`src/rtl/touch_pkg.sv`:
```
// Shared definitions for the touch gesture detector: FSM state encoding,
// default cycle counts for a 100 MHz clock and the counter width helper.
package touch_pkg;

    typedef enum logic [2:0] {
        ST_IDLE      = 3'd0,
        ST_PRESS1    = 3'd1,
        ST_WAIT_GAP  = 3'd2,
        ST_PRESS2    = 3'd3,
        ST_LONG_HELD = 3'd4
    } gesture_state_e;

    localparam int unsigned DEF_DEBOUNCE_CYCLES   = 1_000_000;    // 10 ms
    localparam int unsigned DEF_LONG_PRESS_CYCLES = 100_000_000;  // 1 s
    localparam int unsigned DEF_DOUBLE_GAP_CYCLES = 30_000_000;   // 300 ms

    // Bits needed to count 0 .. n-1 (at least one bit).
    function automatic int TIMER_W(input int unsigned n);
        return (n < 2) ? 1 : $clog2(n);
    endfunction

endpackage

```
`src/rtl/touch_debounce.sv`:
```
// Two-flop synchronizer and debounce counter for the raw touch level.
// The pressed port carries the level the debounced register takes on the
// next clock edge, so the parent can act on a debounced change in the
// same cycle the change is registered.
module touch_debounce
    import touch_pkg::*;
#(
    parameter int unsigned DEBOUNCE_CYCLES = DEF_DEBOUNCE_CYCLES
) (
    input  logic clk,
    input  logic rst_n,
    input  logic touched,
    output logic pressed
);

    localparam int CNT_W = TIMER_W(DEBOUNCE_CYCLES);
    localparam logic [CNT_W-1:0] CNT_LAST = CNT_W'(DEBOUNCE_CYCLES - 1);

    logic             meta_q;
    logic             sync_q;
    logic             level_q;
    logic             level_d;
    logic [CNT_W-1:0] cnt_q;
    logic [CNT_W-1:0] cnt_d;

    // Count cycles of disagreement; adopt the new level once it has persisted.
    always_comb begin
        level_d = level_q;
        cnt_d   = '0;
        if (sync_q != level_q) begin
            if (cnt_q == CNT_LAST) begin
                level_d = sync_q;
            end else begin
                cnt_d = cnt_q + 1'b1;
            end
        end
    end

    // Synchronizer flops, debounce counter and debounced level.
    always_ff @(posedge clk) begin
        if (!rst_n) begin
            meta_q  <= 1'b0;
            sync_q  <= 1'b0;
            level_q <= 1'b0;
            cnt_q   <= '0;
        end else begin
            meta_q  <= touched;
            sync_q  <= meta_q;
            level_q <= level_d;
            cnt_q   <= cnt_d;
        end
    end

    assign pressed = level_d;

endmodule

```
`src/rtl/touch_gesture_detector.sv`:
```
// Debounced touch level plus tap / double-tap / long-press classification.
// Event outputs are registered one-cycle pulses, set on the same edge as the
// FSM transition that produces them.
module touch_gesture_detector
    import touch_pkg::*;
#(
    parameter int unsigned DEBOUNCE_CYCLES   = DEF_DEBOUNCE_CYCLES,
    parameter int unsigned LONG_PRESS_CYCLES = DEF_LONG_PRESS_CYCLES,
    parameter int unsigned DOUBLE_GAP_CYCLES = DEF_DOUBLE_GAP_CYCLES
) (
    input  logic clk,
    input  logic rst_n,
    input  logic touched,
    output logic pressed,
    output logic tap,
    output logic double_tap,
    output logic long_press
);

    localparam int unsigned TMAX = (LONG_PRESS_CYCLES > DOUBLE_GAP_CYCLES) ?
                                   LONG_PRESS_CYCLES : DOUBLE_GAP_CYCLES;
    localparam int TMR_W = TIMER_W(TMAX);
    localparam logic [TMR_W-1:0] LONG_LAST = TMR_W'(LONG_PRESS_CYCLES - 1);
    localparam logic [TMR_W-1:0] GAP_LAST  = TMR_W'(DOUBLE_GAP_CYCLES - 1);

    logic             pressed_d;
    logic             pressed_q;
    gesture_state_e   state_q;
    gesture_state_e   state_d;
    logic [TMR_W-1:0] timer_q;
    logic [TMR_W-1:0] timer_d;
    logic             tap_q;
    logic             tap_d;
    logic             dtap_q;
    logic             dtap_d;
    logic             long_q;
    logic             long_d;
    logic             rise;
    logic             fall;
    logic             long_exp;
    logic             gap_exp;

    touch_debounce #(
        .DEBOUNCE_CYCLES(DEBOUNCE_CYCLES)
    ) u_debounce (
        .clk    (clk),
        .rst_n  (rst_n),
        .touched(touched),
        .pressed(pressed_d)
    );

    // Edges of the debounced level, seen on the edge that registers them.
    assign rise     = pressed_d & ~pressed_q;
    assign fall     = ~pressed_d & pressed_q;
    assign long_exp = (timer_q == LONG_LAST);
    assign gap_exp  = (timer_q == GAP_LAST);

    // Next-state, event pulses and shared timer.
    always_comb begin
        state_d = state_q;
        tap_d   = 1'b0;
        dtap_d  = 1'b0;
        long_d  = 1'b0;
        case (state_q)
            ST_IDLE: begin
                if (rise) state_d = ST_PRESS1;
            end
            ST_PRESS1: begin
                if (fall) begin
                    state_d = ST_WAIT_GAP;
                end else if (long_exp) begin
                    long_d  = 1'b1;
                    state_d = ST_LONG_HELD;
                end
            end
            ST_WAIT_GAP: begin
                // A press landing exactly on gap expiry is too late to pair:
                // the first tap is reported and the press starts afresh.
                if (gap_exp) begin
                    tap_d   = 1'b1;
                    state_d = rise ? ST_PRESS1 : ST_IDLE;
                end else if (rise) begin
                    state_d = ST_PRESS2;
                end
            end
            ST_PRESS2: begin
                if (fall) begin
                    dtap_d  = 1'b1;
                    state_d = ST_IDLE;
                end else if (long_exp) begin
                    long_d  = 1'b1;
                    state_d = ST_LONG_HELD;
                end
            end
            ST_LONG_HELD: begin
                if (fall) state_d = ST_IDLE;
            end
            default: state_d = ST_IDLE;
        endcase

        if ((state_d != state_q) || (state_q == ST_IDLE) || (state_q == ST_LONG_HELD)) begin
            timer_d = '0;
        end else begin
            timer_d = timer_q + 1'b1;
        end
    end

    // State, timer, debounced output level and pulse registers.
    always_ff @(posedge clk) begin
        if (!rst_n) begin
            state_q   <= ST_IDLE;
            timer_q   <= '0;
            pressed_q <= 1'b0;
            tap_q     <= 1'b0;
            dtap_q    <= 1'b0;
            long_q    <= 1'b0;
        end else begin
            state_q   <= state_d;
            timer_q   <= timer_d;
            pressed_q <= pressed_d;
            tap_q     <= tap_d;
            dtap_q    <= dtap_d;
            long_q    <= long_d;
        end
    end

    assign pressed    = pressed_q;
    assign tap        = tap_q;
    assign double_tap = dtap_q;
    assign long_press = long_q;

endmodule

```
`config.mk`:
```
export PLATFORM = sky130hd
export DESIGN_NAME = touch_gesture_detector
export DESIGN_NICKNAME = d
export VERILOG_FILES = /design/src/rtl/touch_pkg.sv /design/src/rtl/touch_debounce.sv /design/src/rtl/touch_gesture_detector.sv
export SDC_FILE = /design/constraint.sdc
export NUM_CORES = 1
export LEC_CHECK = 0
export BUFFER_PORTS_ARGS = -buffer_cell sky130_fd_sc_hd__buf_2
export CAP_MARGIN = 30
export CORE_MARGIN = 5
export CORE_UTILIZATION = 55
export DETAILED_ROUTE_END_ITERATION = 16
export GPL_TIMING_DRIVEN = 0
export PLACE_DENSITY = 0.78
export SETUP_SLACK_MARGIN = 0.15
export SYNTH_ARGS = -nofsm -noshare
export SYNTH_HDL_FRONTEND = slang
export SYNTH_SLANG_ARGS = --single-unit
```
`constraint.sdc`:
```
create_clock -name clk -period 2.5 [get_ports clk]
set_input_delay 0.375 -clock clk [delete_from_list [all_inputs] [get_ports clk]]
set_output_delay 0.375 -clock clk [all_outputs]
set_load 0.01 [all_outputs]
```
Word level (Yosys, flattened, before mapping)
Index checks and enable logic that the tools add are counted.
{ "word_totals": {"regBits": 56, "latch_bits": 0, "ram_bits": 0, "romBits": 0, "output_inout_bits": 4, "wordCells": 50, "memories": 0} }
{ "classes": {"addsub": 2, "mul": 0, "div_mod_pow": 0, "n_lt_le_gt_ge": 0, "n_eq_ne": 9, "n_shift": 0, "mux": 14, "n_bitwise": 7, "n_reduce_logical": 9} }
{ "ops": {"columns": ["op", "count"], "rows": [
  ["adder 27 x 1 -> 27 bit (second input constant)", 1],
  ["equality test 27 x 25 -> 1 bit (second input constant)", 1],
  ["equality test 27 bit (second input constant)", 1],
  ["2-to-1 mux 3 bit", 7],
  ["adder 20 x 1 -> 20 bit (second input constant)", 1],
  ["equality test 20 bit (second input constant)", 1],
  ["case mux 3 bit (5 select lines)", 1],
  ["equality test 3 x 2 -> 1 bit (second input constant)", 2],
  ["2-to-1 mux 1 bit", 6],
  ["OR reduction 3 bit", 2],
  ["NOT 1 bit", 5],
  ["AND reduction 2 bit", 2],
  ["OR reduction 2 bit", 2],
  ["equality test 3 x 1 -> 1 bit (second input constant)", 1],
  ["equality test 3 bit (second input constant)", 1],
  ["logical NOT 3 bit", 1],
  ["!= test 3 bit", 1],
  ["AND 1 bit", 2],
  ["logical OR 1 bit", 2],
  ["!= test 1 bit", 1]
]} }

Logic depth before layout (Yosys ltp)
Gate-level depths: netlist of run 1.
{ "logic_depth": {"ltp_word": 11, "depth_mapped": 9, "mapped_depth_nobuf": 7} }

By module
A second synthesis of run 1 with hierarchy kept.
{ "hier_totals": {"cells_unflattened": 299, "area_unflattened_um2": 2683.8} }
{ "by_module_without_submodules": {"columns": ["mod", "n_inst", "cells_each", "area_each_um2", "seq_area_each_um2"], "rows": [
  ["touch_gesture_detector", 1, 185, 1661.6, 680.7],
  ["touch_debounce", 1, 114, 1022.2, 460.4]
]} }

Worst setup path after synthesis of run 1
No wires, ideal clock.
{ "synth_timing": {"path_kind": "register to register", "start": "register u_debounce.cnt_q[0]", "end": "register timer_q[5]", "arrival_ns": 2.185, "t_required_ns": 2.381, "slack_ns": 0.196, "stages_incl_launch_ff": 10, "path_buffers": 2, "cell_sequence": "dfxtp_1 ha_1 nand2_1 or4_1 buf_2 nor3_4 o31ai_1 a221oi_2 buf_6 nor3_1"} }
{ "synth_between": {"elab_chain_len": 11, "elab_cells_between_ends": 18, "classes_between": "eq/ne (2); mux (10); bitwise (3); reduce/logical (3)"} }
{ "synth_rtl": {"columns": ["element", "line", "text"], "rows": [
  ["start: declaration", "touch_debounce.sv:23", "logic [CNT_W-1:0] cnt_q;"],
  ["start signal: assignment", "touch_debounce.sv:50", "cnt_q <= cnt_d;"],
  ["equality test 20 bit (*)", "touch_debounce.sv:31", "if (cnt_q == CNT_LAST) begin"],
  ["2-to-1 mux 1 bit (*)", "touch_debounce.sv:31", null],
  ["2-to-1 mux 1 bit (*)", "touch_debounce.sv:30", "if (sync_q != level_q) begin"],
  ["AND 1 bit or NOT 1 bit (tied branches)", "touch_gesture_detector.sv:53, touch_gesture_detector.sv:54", null],
  ["2-to-1 mux 3 bit (tied with other cells)", "touch_gesture_detector.sv:82", "end else if (rise) begin"],
  ["2-to-1 mux 3 bit (on tied branches)", null, null],
  ["case mux 3 bit (5 select lines) (*)", "touch_gesture_detector.sv:64", "case (state_q)"],
  ["!= test 3 bit (*)", "touch_gesture_detector.sv:101", "if ((state_d != state_q) || (state_q == ST_IDLE) || (state_q == ST_LONG_HELD)) begin"],
  ["logical OR 1 bit (*) (2 in series)", "touch_gesture_detector.sv:101", null],
  ["OR reduction 2 bit (no source line) (*)", null, null],
  ["end signal: assignment", "touch_gesture_detector.sv:119", "timer_q <= timer_d;"],
  ["end: declaration", "touch_gesture_detector.sv:30", "logic [TMR_W-1:0] timer_q;"]
]} }
Mark *: on every way between the ends. The rest lies on a longest branch, timed or not.
A chain may end at the register's enable or synchronous reset.

Worst setup path in the final report of run 1
{ "layout_timing": {"start": "register u_debounce.cnt_q[6]", "end": "register timer_q[23]"} }
The elaborated chain is that of the path after synthesis.

==> results of run 1 <==
final cells by class:
class,instances,area (µm²),area share
inverters,6,22.5,0.00769
flip-flops and latches,56,1140,0.389
clock buffers,5,68.8,0.0235
plain buffers,9,60.1,0.0205
multi-input cells,225,1420,0.484
well taps,52,65.1,0.0222
repair buffers,15,115,0.0393
clock inverters,3,42.5,0.0145
worst max-delay path: stages, from the launching register on:
cell       delay [ps]
dfxtp_4           360
nand4bb_1         180
or4_4             530
buf_6             150
nor3_4            230
o31ai_2            90
a221oi_2          210
buf_4             190
clkbuf_16         140
nor3_1             40
layer usage:
layer,track usage,up-vias
li1,-,1069
met1,0.218,975
met2,0.271,47
met3,0.0355,8
met4,0.0402,0
met5,0,-
Yosys cell counts, drive strengths merged, types with 5 or more instances:
cell type	n	area [µm²]
and3	6	37.5
and4	6	52.6
clkbuf	5	18.8
dfxtp	56	1120
inv	6	22.5
nand2	32	123
nand3	18	90.1
nand4	6	37.5
nor2	50	188
nor3	24	136
nor4	5	37.5
xnor2	19	166
xor2	25	219
layout by cell type (no fill, tap or decap), types with 2 or more instances in the layout:
master / n
nor4_1: 3
dfxtp_1: 48
xor2_1: 25
nand4_1: 6
inv_1: 6
a311oi_1: 2
nor3_4: 2
nor3_1: 21
nor4b_1: 3
and2_1: 4
xnor2_1: 19
buf_2: 6
nand2b_1: 2
clkbuf_8: 5
nor3b_1: 4
dfxtp_2: 5
nand2_1: 31
dfxtp_4: 3
nand4b_1: 2
clkbuf_1: 5
and4_1: 6
nand3_1: 17
nor2_1: 50
buf_4: 10
and3_1: 6
worst paths after layout:
path | startpoint | endpoint | slack, ps | depth (start not counted)
worst max-delay path | u_debounce.cnt_q[6] | timer_q[23] | 270 | 9
worst min-delay path | touched | u_debounce.meta_q | 280 | 2
worst max register to register | u_debounce.cnt_q[6] | timer_q[23] | 270 | 9
worst min register to register | timer_q[0] | timer_q[0] | 450 | 1
kinds of logic after synthesis:
family          count (synthesis)
simple gates                  168
xor+xnor                       44
compound gates                 11
flops                          56
buf+inv                        15
fa+ha+maj                       2
what timing repair did:
item / in CTS / in global routing
setup buffers: 4 / 4
hold endpoints to repair: 0 / 0
resized for setup: 6 / 17
gates cloned: 0 / 1
endpoints found under the setup margin: 27 / 30
pin swaps: 2 / 6
registers in the layout (all words and copies together) (netlist names):
| name | flops |
|---|---|
| state_q | 3 |
| timer_q | 27 |
| u_debounce.sync_q | 1 |
| double_tap | 1 |
| u_debounce.meta_q | 1 |
| tap | 1 |
| long_press | 1 |
| u_debounce.cnt_q | 20 |
| u_debounce.level_q | 1 |
stage by stage:
step | util | cells | total power, mW
3_5_place_dp | 0.597 | 354 | 0.926
6_report | 0.659 | 371 | 1.49
5_1_grt | 0.659 | 371 | 1.54
2_1_floorplan | - | 296 | 0.922
3_3_place_gp | 0.597 | 354 | 0.926
4_1_cts | 0.633 | 366 | 1.51
power breakdown:
group	switching [mW]	internal (mW)
sequential	0.00149	0.890
combinational	0.00726	0.00491
clock	0.290	0.297
==> impl_metrics.py, run 1 <==
metrics = {
    "status": {
        "status": "finished, final reports clean",
    },
    "synthesis": {
        "synth_seq_cells": 56,
        "postSynthAreaPerCell_um2": 8.64,
        "yosys.area_share.adder": 0.00978,
        "synth_simple_gate_area_frac": 0.337,
        "ys_warn_count": 0,
        "synth_fp_nets": 301,
        "synth_cells": 296,
        "synth_ff_type": "dfxtp_1",
        "synth.area.mux_share": 0,
        "synth_area_um2": 2560,
        "synthXorXnorAreaFrac": 0.151,
        "synth_top_family_by_area": "simple AND/OR/NAND/NOR gates",
        "synth.lib_cells_used.distinct": 41,
        "synth-compound-area-share": 0.0357,
        "synthArstFlopShare": 0,
        "synth-edff-count": 0,
        "synth-seq-area-share": 0.438,
    },
    "grt": {
        "grt_max_degree": 18,
        "first_global_vias": 1893,
        "antenna_found_initial": 0,
        "grt-ovfl-total": 0,
        "grtUsageTotal": 0.163,
        "grt_pass1_wl_um": 8330,
    },
    "clocking": {
        "cts_buffers": 5,
        "cts_tree": "done",
        "holdBufCountCts": 0,
        "path_clk_slew_ps": 100,
        "clock_sinks": 56,
        "cts-root-buf": "clkbuf_8",
        "clockBufferDepth": 2,
        "h-tree-depth": 2,
        "clock_latency_ps": 310,
    },
    "finish": {
        "n_fill_cell": 360,
        "drive_gt1_frac": 0.144,
        "diodes": 0,
        "area_delta_synth_final_pct": 14.5,
        "nNetsFinal": 323,
        "fin_area_um2": 2930,
    },
    "sta": {
        "timing.final.ws_setup_ps": 266,
        "timing.slew.headroom": 0.595,
        "fmax_ghz": 0.448,
        "period_share": 0.893,
        "fin_skew_ps": 9.94,
        "period_needed_ps": 2230,
        "holdWs_ps": 278,
        "setup_viol": 0,
        "worst_slew_pin_slew_ps": 603,
        "final_max_slew_viol_count": 0,
        "hold_viol": 0,
        "final.setup.tns_ps": 0,
        "rsz0062_at_grt": "no",
    },
    "drt": {
        "routed.top_layer": "met4",
        "dr_wl_met2_um": 2250,
        "avgRoutedWirePerCell_um": 13.3,
        "wl_met1_um": 2420,
        "viasPerCell": 5.66,
        "postRouteWirelength_um": 4940,
        "ant_nets": 0,
        "drt_iter0_markers": 110,
        "remaining_drc_errors": 0,
        "via_count": 2099,
        "drtPass1Iterations": 4,
        "wl_met3_um": 220,
    },
    "die": {
        "start_util": 0.575,
        "die_x_um": 78.2,
        "ioPinCount": 7,
        "rows": 24,
        "chipHeight_um": 78.2,
        "die_area_um2": 6110,
        "coreArea_um2": 4440,
    },
    "run": {
        "max-cap-violations": 0,
    },
    "worst_setup_path": {
        "worstPathArrival_ps": 2430,
        "cp_max_fo": 6,
        "end_kind": "flop",
        "startpoint_type": "flop",
        "worstPathRequired_ps": 2700,
        "path_class": "reg -> reg",
    },
    "pwr": {
        "leakage_nw": 0.963,
        "powerDensity_nw_per_um2": 509,
        "peakVddDrop_uv": 417,
    },
    "placement": {
        "gp_congestion": 0.877,
        "place_area_um2": 2650,
        "pre_cts_slack_ps": -183,
        "hpwl_um": 3390,
        "port_buffers": 6,
    },
    "min_path": {
        "hold_path.class": "in -> reg",
    },
}
Note: power is estimated with default switching activity, not from simulation.
==> run 2: changes to the inputs <==
RECOVER_POWER = 25   (was unset)
==> run 2 against run 1 <==
Cell count did not move. Clock power barely moved. Non-clock buffer count did not move. Register-to-register slack got worse by 30 ps. Fmax fell by 1.2%. Power fell by 0.11%. Clock skew barely moved. Worst hold slack got worse by 1.3 ps.
==> impl_metrics.py, run 2 (synthesis gave the netlist of run 1 again) <==
metrics = {
    "clocking": {
        "clock_sinks": 56,
        "clockBufferDepth": 2,
        "cts_tree": "done",
        "clock_latency_ps": 310,
        "cts_buffers": 5,
        "h-tree-depth": 2,
        "path_clk_slew_ps": 100,
        "holdBufCountCts": 0,
        "cts-root-buf": "clkbuf_8",
    },
    "finish": {
        "regMostFlops": "timer_q",
        "n_fill_cell": 365,
        "regArea_um2": 1130,
        "stdcell_count": 371,
        "diodes": 0,
        "largest_reg_flops": 27,
        "nNetsFinal": 323,
        "drive_gt1_frac": 0.122,
        "reg_top3": "timer_q (27), u_debounce.cnt_q (20), state_q (3)",
        "final_cell_mix": "50 x nor2_1, 50 x dfxtp_1, 31 x nand2_1",
        "area_delta_synth_final_pct": 14.1,
        "multi_input_area_um2": 1420,
    },
    "sta": {
        "hold_viol": 0,
        "final_max_slew_viol_count": 0,
        "worst_slew_pin_slew_ps": 603,
        "timing.slew.headroom": 0.595,
        "fmax_ghz": 0.443,
        "rsz0062_at_grt": "no",
        "setup_viol": 0,
        "period_needed_ps": 2260,
        "period_share": 0.904,
        "fin_skew_ps": 9.46,
        "timing.final.ws_setup_ps": 240,
    },
    "grt": {
        "grt-ovfl-total": 0,
        "grtUsageTotal": 0.163,
        "antenna_found_initial": 0,
        "grt_pass1_wl_um": 8330,
        "first_global_vias": 1893,
        "grt_max_degree": 18,
    },
    "pwr": {
        "peakVddDrop_uv": 417,
        "leakage_nw": 0.941,
        "powerDensity_nw_per_um2": 510,
    },
    "worst_setup_path": {
        "path_class": "reg -> reg",
        "critPathMaxStageDelay_ps": 550,
        "slowest_stage": "or4_4",
        "worstPathArrival_ps": 2460,
        "startpoint_type": "flop",
        "worstPathRequired_ps": 2700,
        "path_buf_inv": 3,
        "cp_max_fo": 6,
        "crit_chain": "nand3_2 > or4_4 > buf_6 > nor3_4 > o31ai_2 > a221oi_2 > buf_4 > clkbuf_16 > nor3_1",
        "end_kind": "flop",
        "cp_top_family": "simple AND/OR/NAND/NOR gates",
    },
    "min_path": {
        "hold_path.class": "in -> reg",
    },
    "drt": {
        "postRouteWirelength_um": 4940,
        "drt_iter0_markers": 109,
        "remaining_drc_errors": 0,
        "viasPerCell": 5.67,
        "drtPass1Iterations": 4,
        "avgRoutedWirePerCell_um": 13.3,
        "via_count": 2105,
        "ant_nets": 0,
    },
    "status": {
        "status": "finished, final reports clean",
    },
    "placement": {
        "hpwl_um": 3390,
        "pre_cts_slack_ps": -183,
        "gp_congestion": 0.877,
        "port_buffers": 6,
        "numPlacedInstances": 354,
    },
    "run": {
        "max-cap-violations": 0,
    },
    "die": {
        "rows": 24,
        "start_util": 0.575,
        "die_x_um": 78.2,
        "die_area_um2": 6110,
        "ioPinCount": 7,
        "chipHeight_um": 78.2,
        "coreArea_um2": 4440,
    },
}
==> run 2: cell count changes in the layout (fill, tap and decap cells not counted) <==
cell,before,now
buf_2,6,1
clkbuf_1,5,10
dfxtp_1,48,50
dfxtp_2,5,4
dfxtp_4,3,2
==> run 2: metrics by stage <==
stage,total power [mW],hold slack (ps),util,setup TNS (ps),instance area (µm²)
6_report,1.49,276,0.657,0,2920
5_1_grt,1.54,274,0.657,0,2920
4_1_cts,1.51,274,0.633,0,2810
3_5_place_dp,0.926,418,0.597,-3520,2650
3_3_place_gp,0.926,416,0.597,-3910,2650
2_1_floorplan,0.922,412,-,0,2560
==> run 2: worst paths after layout <==
check,slack [ps],depth (start not counted),to,start
setup reg to reg,240,9,timer_q[23],u_debounce.cnt_q[3]
hold reg to reg,450,1,timer_q[0],timer_q[0]
setup / recovery,240,9,timer_q[23],u_debounce.cnt_q[3]
hold / removal,280,2,u_debounce.meta_q,touched
==> run 2: what timing repair did <==
action / 4_1_cts / 5_1_grt
gates resized for setup: 6 / 17
setup endpoints to repair: 27 / 30
buffers inserted: 4 / 4
gates cloned: 0 / 1
pin swaps: 2 / 6
==> run 2: worst reg2reg max path, cell delays in order (launching register included) <==
cell and delay [ps]:
dfxtp_1 410, nand3_2 130, or4_4 560, buf_6 150, nor3_4 230, o31ai_2 90, a221oi_2 210, buf_4 190
clkbuf_16 150, nor3_1 40
==> run 2: power breakdown <==
| group | switching (mW) | total (mW) | internal (mW) |
|---|---|---|---|
| combinational | 0.00719 | 0.0119 | 0.00466 |
| sequential | 0.00152 | 0.893 | 0.891 |
| clock | 0.288 | 0.585 | 0.297 |
==> run 2: routing by layer <==
layer | routed length [µm] | GRT usage
met3 | 231 | 0.0355
met1 | 2400 | 0.218
met2 | 2260 | 0.271
met4 | 57 | 0.0402
met5 | 0 | 0
==> run 2: final cells by class <==
cell class | instances | area share
plain buffers | 9 | 0.0206
flip-flops and latches | 56 | 0.389
clock buffers | 5 | 0.0236
clock inverters | 3 | 0.0146
inverters | 6 | 0.00772
well taps | 52 | 0.0223
multi-input cells | 225 | 0.485
repair buffers | 15 | 0.0373
